$ cat src/rtl/icache_pkg.sv
`default_nettype none
// ============================================================================
//  Module      : icache_pkg
//  Description : Shared constants, FSM state encoding and the line-address
//                helper for the direct-mapped instruction cache.
//                Ports: none (package).
//  Revision    : 1.0 - initial release
// ============================================================================
package icache_pkg;

    // Line geometry: 16-byte lines, four 32-bit words per line.
    localparam int LINE_BYTES     = 16;
    localparam int OFFSET_W       = 4;
    localparam int WORD_SEL_LSB   = 2;
    localparam int WORD_W         = 32;
    localparam int WORDS_PER_LINE = LINE_BYTES / (WORD_W / 8);
    localparam int WORD_SEL_W     = 2;
    localparam int LINE_W         = LINE_BYTES * 8;
    localparam int PKG_ADDR_W     = 32;

    // Controller states.
    typedef enum logic [0:0] {
        ST_IDLE   = 1'b0,
        ST_REFILL = 1'b1
    } state_t;

    // Clears the byte-offset bits, giving the 16-byte-aligned line address.
    function automatic logic [PKG_ADDR_W-1:0] line_addr(input logic [PKG_ADDR_W-1:0] addr);
        return {addr[PKG_ADDR_W-1:OFFSET_W], {OFFSET_W{1'b0}}};
    endfunction

endpackage : icache_pkg
`default_nettype wire

$ cat src/rtl/icache_line_array.sv
`default_nettype none
// ============================================================================
//  Module      : icache_line_array
//  Description : Valid/tag/data storage for the direct-mapped cache.
//                Combinational read port, one synchronous write port and a
//                synchronous clear of every valid bit.
//  Ports       : clk                         - clock
//                clr                         - clear all valid bits (flush/reset)
//                rd_idx / rd_valid / rd_tag / rd_line - read port
//                we / wr_idx / wr_tag / wr_line        - write port
//  Revision    : 1.0 - initial release
// ============================================================================
module icache_line_array
    import icache_pkg::*;
#(
    parameter int LINES = 16,
    parameter int IDX_W = 4,
    parameter int TAG_W = 24
) (
    input  logic              clk,
    input  logic              clr,
    input  logic [IDX_W-1:0]  rd_idx,
    output logic              rd_valid,
    output logic [TAG_W-1:0]  rd_tag,
    output logic [LINE_W-1:0] rd_line,
    input  logic              we,
    input  logic [IDX_W-1:0]  wr_idx,
    input  logic [TAG_W-1:0]  wr_tag,
    input  logic [LINE_W-1:0] wr_line
);

    logic [LINES-1:0]  r_valid;
    logic [TAG_W-1:0]  r_tag  [LINES];
    logic [LINE_W-1:0] r_data [LINES];

    // Only the valid bits carry state that matters after a clear; tag and
    // data contents are don't-care until their valid bit is set again.
    always_ff @(posedge clk) begin
        if (clr) begin
            r_valid <= '0;
        end else if (we) begin
            r_valid[wr_idx] <= 1'b1;
        end
    end

    // A clear in the same cycle as a write suppresses the write entirely.
    always_ff @(posedge clk) begin
        if (we && !clr) begin
            r_tag[wr_idx]  <= wr_tag;
            r_data[wr_idx] <= wr_line;
        end
    end

    assign rd_valid = r_valid[rd_idx];
    assign rd_tag   = r_tag[rd_idx];
    assign rd_line  = r_data[rd_idx];

endmodule : icache_line_array
`default_nettype wire

$ cat src/rtl/icache.sv
`default_nettype none
// ============================================================================
//  Module      : icache
//  Description : Direct-mapped read-only instruction cache. Serves 32-bit
//                words to fetch on a hit in the same cycle; on a miss it
//                stalls fetch, requests the 16-byte line from the line ROM
//                and fills the indexed entry when the ROM answers.
//  Ports       : clk, rst_n (sync, active low)
//                pc_i, fetch_req_i, flush_i          - fetch side inputs
//                inst_o, inst_valid_o, stall_o       - fetch side outputs
//                Icache_addr_o, Icache_valid_req_o   - line request
//                mem_data_i, mem_ready_i             - line response
//  Revision    : 1.0 - initial release
// ============================================================================
module icache
    import icache_pkg::*;
#(
    parameter int LINES  = 16,
    parameter int ADDR_W = 32
) (
    input  logic              clk,
    input  logic              rst_n,
    input  logic [ADDR_W-1:0] pc_i,
    input  logic              fetch_req_i,
    input  logic              flush_i,
    output logic [WORD_W-1:0] inst_o,
    output logic              inst_valid_o,
    output logic              stall_o,
    output logic [ADDR_W-1:0] Icache_addr_o,
    output logic              Icache_valid_req_o,
    input  logic [LINE_W-1:0] mem_data_i,
    input  logic              mem_ready_i
);

    localparam int IDX_W = $clog2(LINES);
    localparam int TAG_W = ADDR_W - OFFSET_W - IDX_W;

    state_t              r_state;
    state_t              w_state_next;
    logic [ADDR_W-1:0]   r_refill_addr;

    logic [IDX_W-1:0]    w_rd_idx;
    logic [TAG_W-1:0]    w_pc_tag;
    logic                w_rd_valid;
    logic [TAG_W-1:0]    w_rd_tag;
    logic [LINE_W-1:0]   w_rd_line;
    logic [WORD_SEL_W-1:0] w_word_sel;
    logic                w_hit;
    logic                w_start_refill;
    logic                w_we;
    logic                w_clr;
    logic [IDX_W-1:0]    w_wr_idx;
    logic [TAG_W-1:0]    w_wr_tag;
    logic [ADDR_W-1:0]   w_pc_line;
    logic                w_unused_pc;

    // Byte-within-word bits of the PC never affect the lookup.
    assign w_unused_pc = &{1'b0, pc_i[WORD_SEL_LSB-1:0]};

    // ------------------------------------------------------------------
    // Lookup (combinational on pc_i)
    // ------------------------------------------------------------------
    assign w_rd_idx   = pc_i[OFFSET_W +: IDX_W];
    assign w_pc_tag   = pc_i[ADDR_W-1 -: TAG_W];
    assign w_word_sel = pc_i[WORD_SEL_LSB +: WORD_SEL_W];
    assign w_pc_line  = line_addr(pc_i);

    // A hit is only honoured in IDLE, outside a flush and outside reset, so
    // a line cleared on this edge can never be served in the same cycle.
    assign w_hit = fetch_req_i & w_rd_valid & (w_rd_tag == w_pc_tag)
                 & ~flush_i & rst_n & (r_state == ST_IDLE);

    // ------------------------------------------------------------------
    // Refill write port: always targets the latched address, not pc_i,
    // because fetch may move pc_i while the refill is outstanding.
    // ------------------------------------------------------------------
    assign w_wr_idx = r_refill_addr[OFFSET_W +: IDX_W];
    assign w_wr_tag = r_refill_addr[ADDR_W-1 -: TAG_W];
    assign w_clr    = flush_i | ~rst_n;

    icache_line_array #(
        .LINES (LINES),
        .IDX_W (IDX_W),
        .TAG_W (TAG_W)
    ) u_array (
        .clk      (clk),
        .clr      (w_clr),
        .rd_idx   (w_rd_idx),
        .rd_valid (w_rd_valid),
        .rd_tag   (w_rd_tag),
        .rd_line  (w_rd_line),
        .we       (w_we),
        .wr_idx   (w_wr_idx),
        .wr_tag   (w_wr_tag),
        .wr_line  (mem_data_i)
    );

    // ------------------------------------------------------------------
    // Controller: state register
    // ------------------------------------------------------------------
    always_ff @(posedge clk) begin
        if (!rst_n) begin
            r_state       <= ST_IDLE;
            r_refill_addr <= '0;
        end else begin
            r_state <= w_state_next;
            if (w_start_refill) begin
                r_refill_addr <= w_pc_line;
            end
        end
    end

    // ------------------------------------------------------------------
    // Controller: next state and outputs
    // ------------------------------------------------------------------
    always_comb begin
        w_state_next       = r_state;
        w_start_refill     = 1'b0;
        w_we               = 1'b0;
        inst_o             = '0;
        inst_valid_o       = 1'b0;
        stall_o            = 1'b0;
        Icache_valid_req_o = 1'b0;

        case (r_state)
            ST_IDLE: begin
                if (w_hit) begin
                    inst_o       = w_rd_line[WORD_W*w_word_sel +: WORD_W];
                    inst_valid_o = 1'b1;
                end
                stall_o = fetch_req_i & ~w_hit;
                // Any mem_ready_i seen here is a late echo of the previous
                // refill and is deliberately ignored.
                if (fetch_req_i && !w_hit && !flush_i) begin
                    w_start_refill = 1'b1;
                    w_state_next   = ST_REFILL;
                end
            end
            ST_REFILL: begin
                Icache_valid_req_o = 1'b1;
                stall_o            = 1'b1;
                if (mem_ready_i && !flush_i) begin
                    w_we         = 1'b1;
                    w_state_next = ST_IDLE;
                end
            end
            default: begin
                w_state_next = ST_IDLE;
            end
        endcase

        // Flush abandons any outstanding refill; its response is dropped.
        if (flush_i) begin
            w_state_next = ST_IDLE;
        end

        // While reset is asserted nothing is requested, served or written.
        if (!rst_n) begin
            w_we               = 1'b0;
            inst_o             = '0;
            inst_valid_o       = 1'b0;
            stall_o            = 1'b0;
            Icache_valid_req_o = 1'b0;
        end
    end

    assign Icache_addr_o = r_refill_addr;

endmodule : icache
`default_nettype wire

$ cat config.mk
export PLATFORM = sky130hd
export DESIGN_NAME = icache
export DESIGN_NICKNAME = d
export VERILOG_FILES = /design/src/rtl/icache_pkg.sv /design/src/rtl/icache_line_array.sv /design/src/rtl/icache.sv
export SDC_FILE = /design/constraint.sdc
export NUM_CORES = 2
export LEC_CHECK = 0
export BUFFER_PORTS_ARGS = -buffer_cell sky130_fd_sc_hd__buf_2
export CAP_MARGIN = 20
export CORE_AREA = 10 10 484 580
export DETAILED_ROUTE_END_ITERATION = 8
export DIE_AREA = 0 0 494 590
export GPL_TIMING_DRIVEN = 0
export PLACE_DENSITY = 0.47
export SLEW_MARGIN = 0
export SYNTH_ARGS = -nofsm -noshare
export SYNTH_HDL_FRONTEND = slang
export SYNTH_HIERARCHICAL = 1
export SYNTH_SLANG_ARGS = --single-unit
$ cat constraint.sdc
create_clock -name clk -period 22.3 [get_ports clk]
set_input_delay 5.575 -clock clk [delete_from_list [all_inputs] [get_ports clk]]
set_output_delay 5.575 -clock clk [all_outputs]
set_load 0.05 [all_outputs]
==> impl_metrics.toml <==
[timing]
worst_pin_slew_ps = 1234
max_freq_ghz = 0.05814
finalHoldViolCount = 0
setup_tns_ps = 0
slew_violations = 0
rsz0062_at_grt = "no"
post-route-min-period_ps = 17200
setup_viol = 0
fin_skew_ps = 28.59
fin_crit_sh_pct = 77.13
relSlewSlack_pct = 17.77

[floorplanning]
rows = 209
dieArea_um2 = 291500
die_h_um = 590
ios = 232
coreArea_um2 = 269300
die_w_um = 494
initial_utilization_pct = 34.80

[run]
maxCapViolCount = 0

[cells_and_area]
fin_util_pct = 41.15
synthToLayoutAreaGrowth_pct = 18.24
final_nets = 4877
layout_commonest_cell = "edfxtp_1"
mostFrequentLayoutCells = "edfxtp_1, mux4_2, buf_2"
layout-drive-gt1-share_pct = 32.49
multiInputGateArea_um2 = 18790
regArea_um2 = 73930
fill_cells = 23671

[cts]
ctsHtreeMaxLevel = 4
cts_tree = "built"
clk_path_buf_depth = 4
cts-resized-gates = 0
post_cts_buffers = 0
cts.clk_slew.worst_paths_ps = 60
cts_made_buffers = 247
clkLatencyLatePin_ps = 910
hold_buffers = 0
clock_sinks = 2477
cts_root_buf = "clkbuf_16"

[routing]
drc = 0
antenna_left = 0
wl_um = 281800
routed_via_density = 5.409
drt_first_iter_violations = 4458
detail_route.wl_per_cell_um = 33.04
vias = 46121
dr.pass1.iters = 5

[power]
p_leak_uw = 0.03489
ir_drop_uv = 68.92
cellPowerDensity_nw_per_um2 = 87.45

[grt]
grt-ovfl-total = 0
grt_pass1_wl_um = 389800
antenna_found_initial = 95
grtUsageTotal_pct = 18.93
grt_pass1_vias = 47108
grt_start_max_net_pins = 25

[yosys]
yosys_warnings = 6
ys_types = 38
avgSynthCellArea_um2 = 23.26
ys_seq_elements = 2477
syn_area_um2 = 93740
syn_inst = 4030
ys_top_cells_by_area = "edfxtp_1, mux4_2, a22oi_1"
yosysSeqAreaShare_pct = 78.87
synth-edff-count = 2432
synthArstFlopShare_pct = 0
synth_top_area_cell = "edfxtp_1"
yosysTopAreaCellShare_pct = 77.91
synthFlopType = "edfxtp_1"

[worst_setup_path]
arrival_ps = 11630
cpMaxStageDelayCell = "clkbuf_1"
reg2reg_slack_ps = 18740
endpoint = "inst_o[29]"
r2r-start = "r_state$_SDFF_PP0_"
cp_slowest_stage_delay_ps = 680
crit_start = "pc_i[5]"
r2r-end = "u_array/r_data[1][70]$_DFFE_PP_"
reg2reg_depth = 10
cp_max_fo = 10
crit_path_end_kind = "output pin"
critPathRequiredTime_ps = 16730
start_kind = "primary input"
critPathKind = "primary input to output pin"
path_cells = "buf_2, buf_2, buf_2, buf_2, buf_2, mux4_2, a22oi_1, nand2_1, xnor2_1, nand4_1, nor3_4, buf_16, clkbuf_1, and3_1, buf_2"
cpMostUsedCell = "buf_2"

[place]
finalWeightedCongestion = 0.7513
place_hpwl_um = 191000
numPortBuffers = 224

[min_path]
hold_class = "register to register"

[run_status]
outcome = "finished clean"
-- worst max-delay path: cells and delay by family --
family                 cells  cell delay (ps)
buffers and inverters      8             3660
XOR/XNOR                   1              380
AND/OR/NAND/NOR            4             1300
AO/OA/AOI/OAI              1              230
multiplexers               1              390
-- worst min-delay path by stage --
| stage | startpoint | end | slack [ps] | cells after the start |
|---|---|---|---|---|
| 6_report | u_array/r_valid[2]$_SDFFE_PP0P_ | u_array/r_valid[2]$_SDFFE_PP0P_ | 450 | 1 |
| 3_3_place_gp | u_array/r_valid[0]$_SDFFE_PP0P_ | u_array/r_valid[0]$_SDFFE_PP0P_ | 430 | 1 |
| 4_1_cts | u_array/r_valid[2]$_SDFFE_PP0P_ | u_array/r_valid[2]$_SDFFE_PP0P_ | 450 | 1 |
| 2_1_floorplan | u_array/r_valid[14]$_SDFFE_PP0P_ | u_array/r_valid[14]$_SDFFE_PP0P_ | 420 | 1 |
| 5_1_grt | u_array/r_valid[2]$_SDFFE_PP0P_ | u_array/r_valid[2]$_SDFFE_PP0P_ | 460 | 1 |
| 3_5_place_dp | u_array/r_valid[2]$_SDFFE_PP0P_ | u_array/r_valid[2]$_SDFFE_PP0P_ | 430 | 1 |
-- routing by layer --
metal,share of wire [%],global-route usage (%),routed length (µm)
met1,42,25.54,117200
met2,49,31.33,138100
met3,6.3,3.475,17790
met4,3.0,5.574,8340
met5,0.11,0,307
-- Yosys cell counts (3+ instances only) --
cell type	count
a21o_1	12
a22oi_1	183
a22oi_2	9
and2_1	4
and3_1	33
buf_1	26
buf_2	110
buf_4	16
buf_6	8
clkbuf_1	71
dfxtp_1	45
edfxtp_1	2432
inv_1	4
mux2i_1	28
mux4_2	644
nand2_1	155
nand2b_1	4
nand4_1	6
nand4b_1	3
nor2_1	71
nor2b_1	7
nor3_1	4
o22ai_1	114
o2bb2ai_1	3
xnor2_1	24
-- logic make-up (layout without fill, tap and decap cells) --
family	count (synthesis)	after routing	share of synthesized area [%]
and+or+nand+nor	294	294	1.394
buffers and inverters	236	1118	1.220
other	1	29	0.004000
xor gates and xnor gates	24	24	0.2242
AOI/OAI and AO/OA	326	326	2.517
muxes	672	672	15.77
DFF	2477	2477	78.87
-- where the power goes --
group	internal [µW]	switching, µW
Clock	2320	1780
Combinational	163	307
Sequential	5110	12.8
-- through the flow --
| step | power (µW) | setup WS [ps] | instances | cell area (µm²) | hold slack, ps |
|---|---|---|---|---|---|
| after global routing | 9990 | 5090 | 8511 | 110800 | 463.9 |
| final | 9692 | 5099 | 8527 | 110800 | 445.0 |
| after CTS | 9800 | 5023 | 8501 | 110800 | 446.7 |
| after floorplan | 5464 | 4540 | 4033 | 93750 | 421.0 |
| after detailed placement | 5700 | 5036 | 8049 | 102900 | 433.2 |
| after global placement | 5690 | -11030 | 7844 | 99360 | 428.4 |
-- layout make-up --
class                      count  area share [%]
sequential                  2477           66.70
tap                         3587           4.049
timing repair buffer         430           4.110
multi-input combinational   1320           16.96
antenna                       25         0.05645
clock buffer                 290           5.770
inverter                       5         0.01693
buffer                       231           1.015
clock inverter               162           1.322
-- state kept, by name, indices dropped and copies added, names as in the netlist --
name / cells
Icache_addr_o: 28
r_state: 1
u_array/r_data: 2048
u_array/r_tag: 384
u_array/r_valid: 16
No activity file was read; power rests on OpenSTA's default activity.
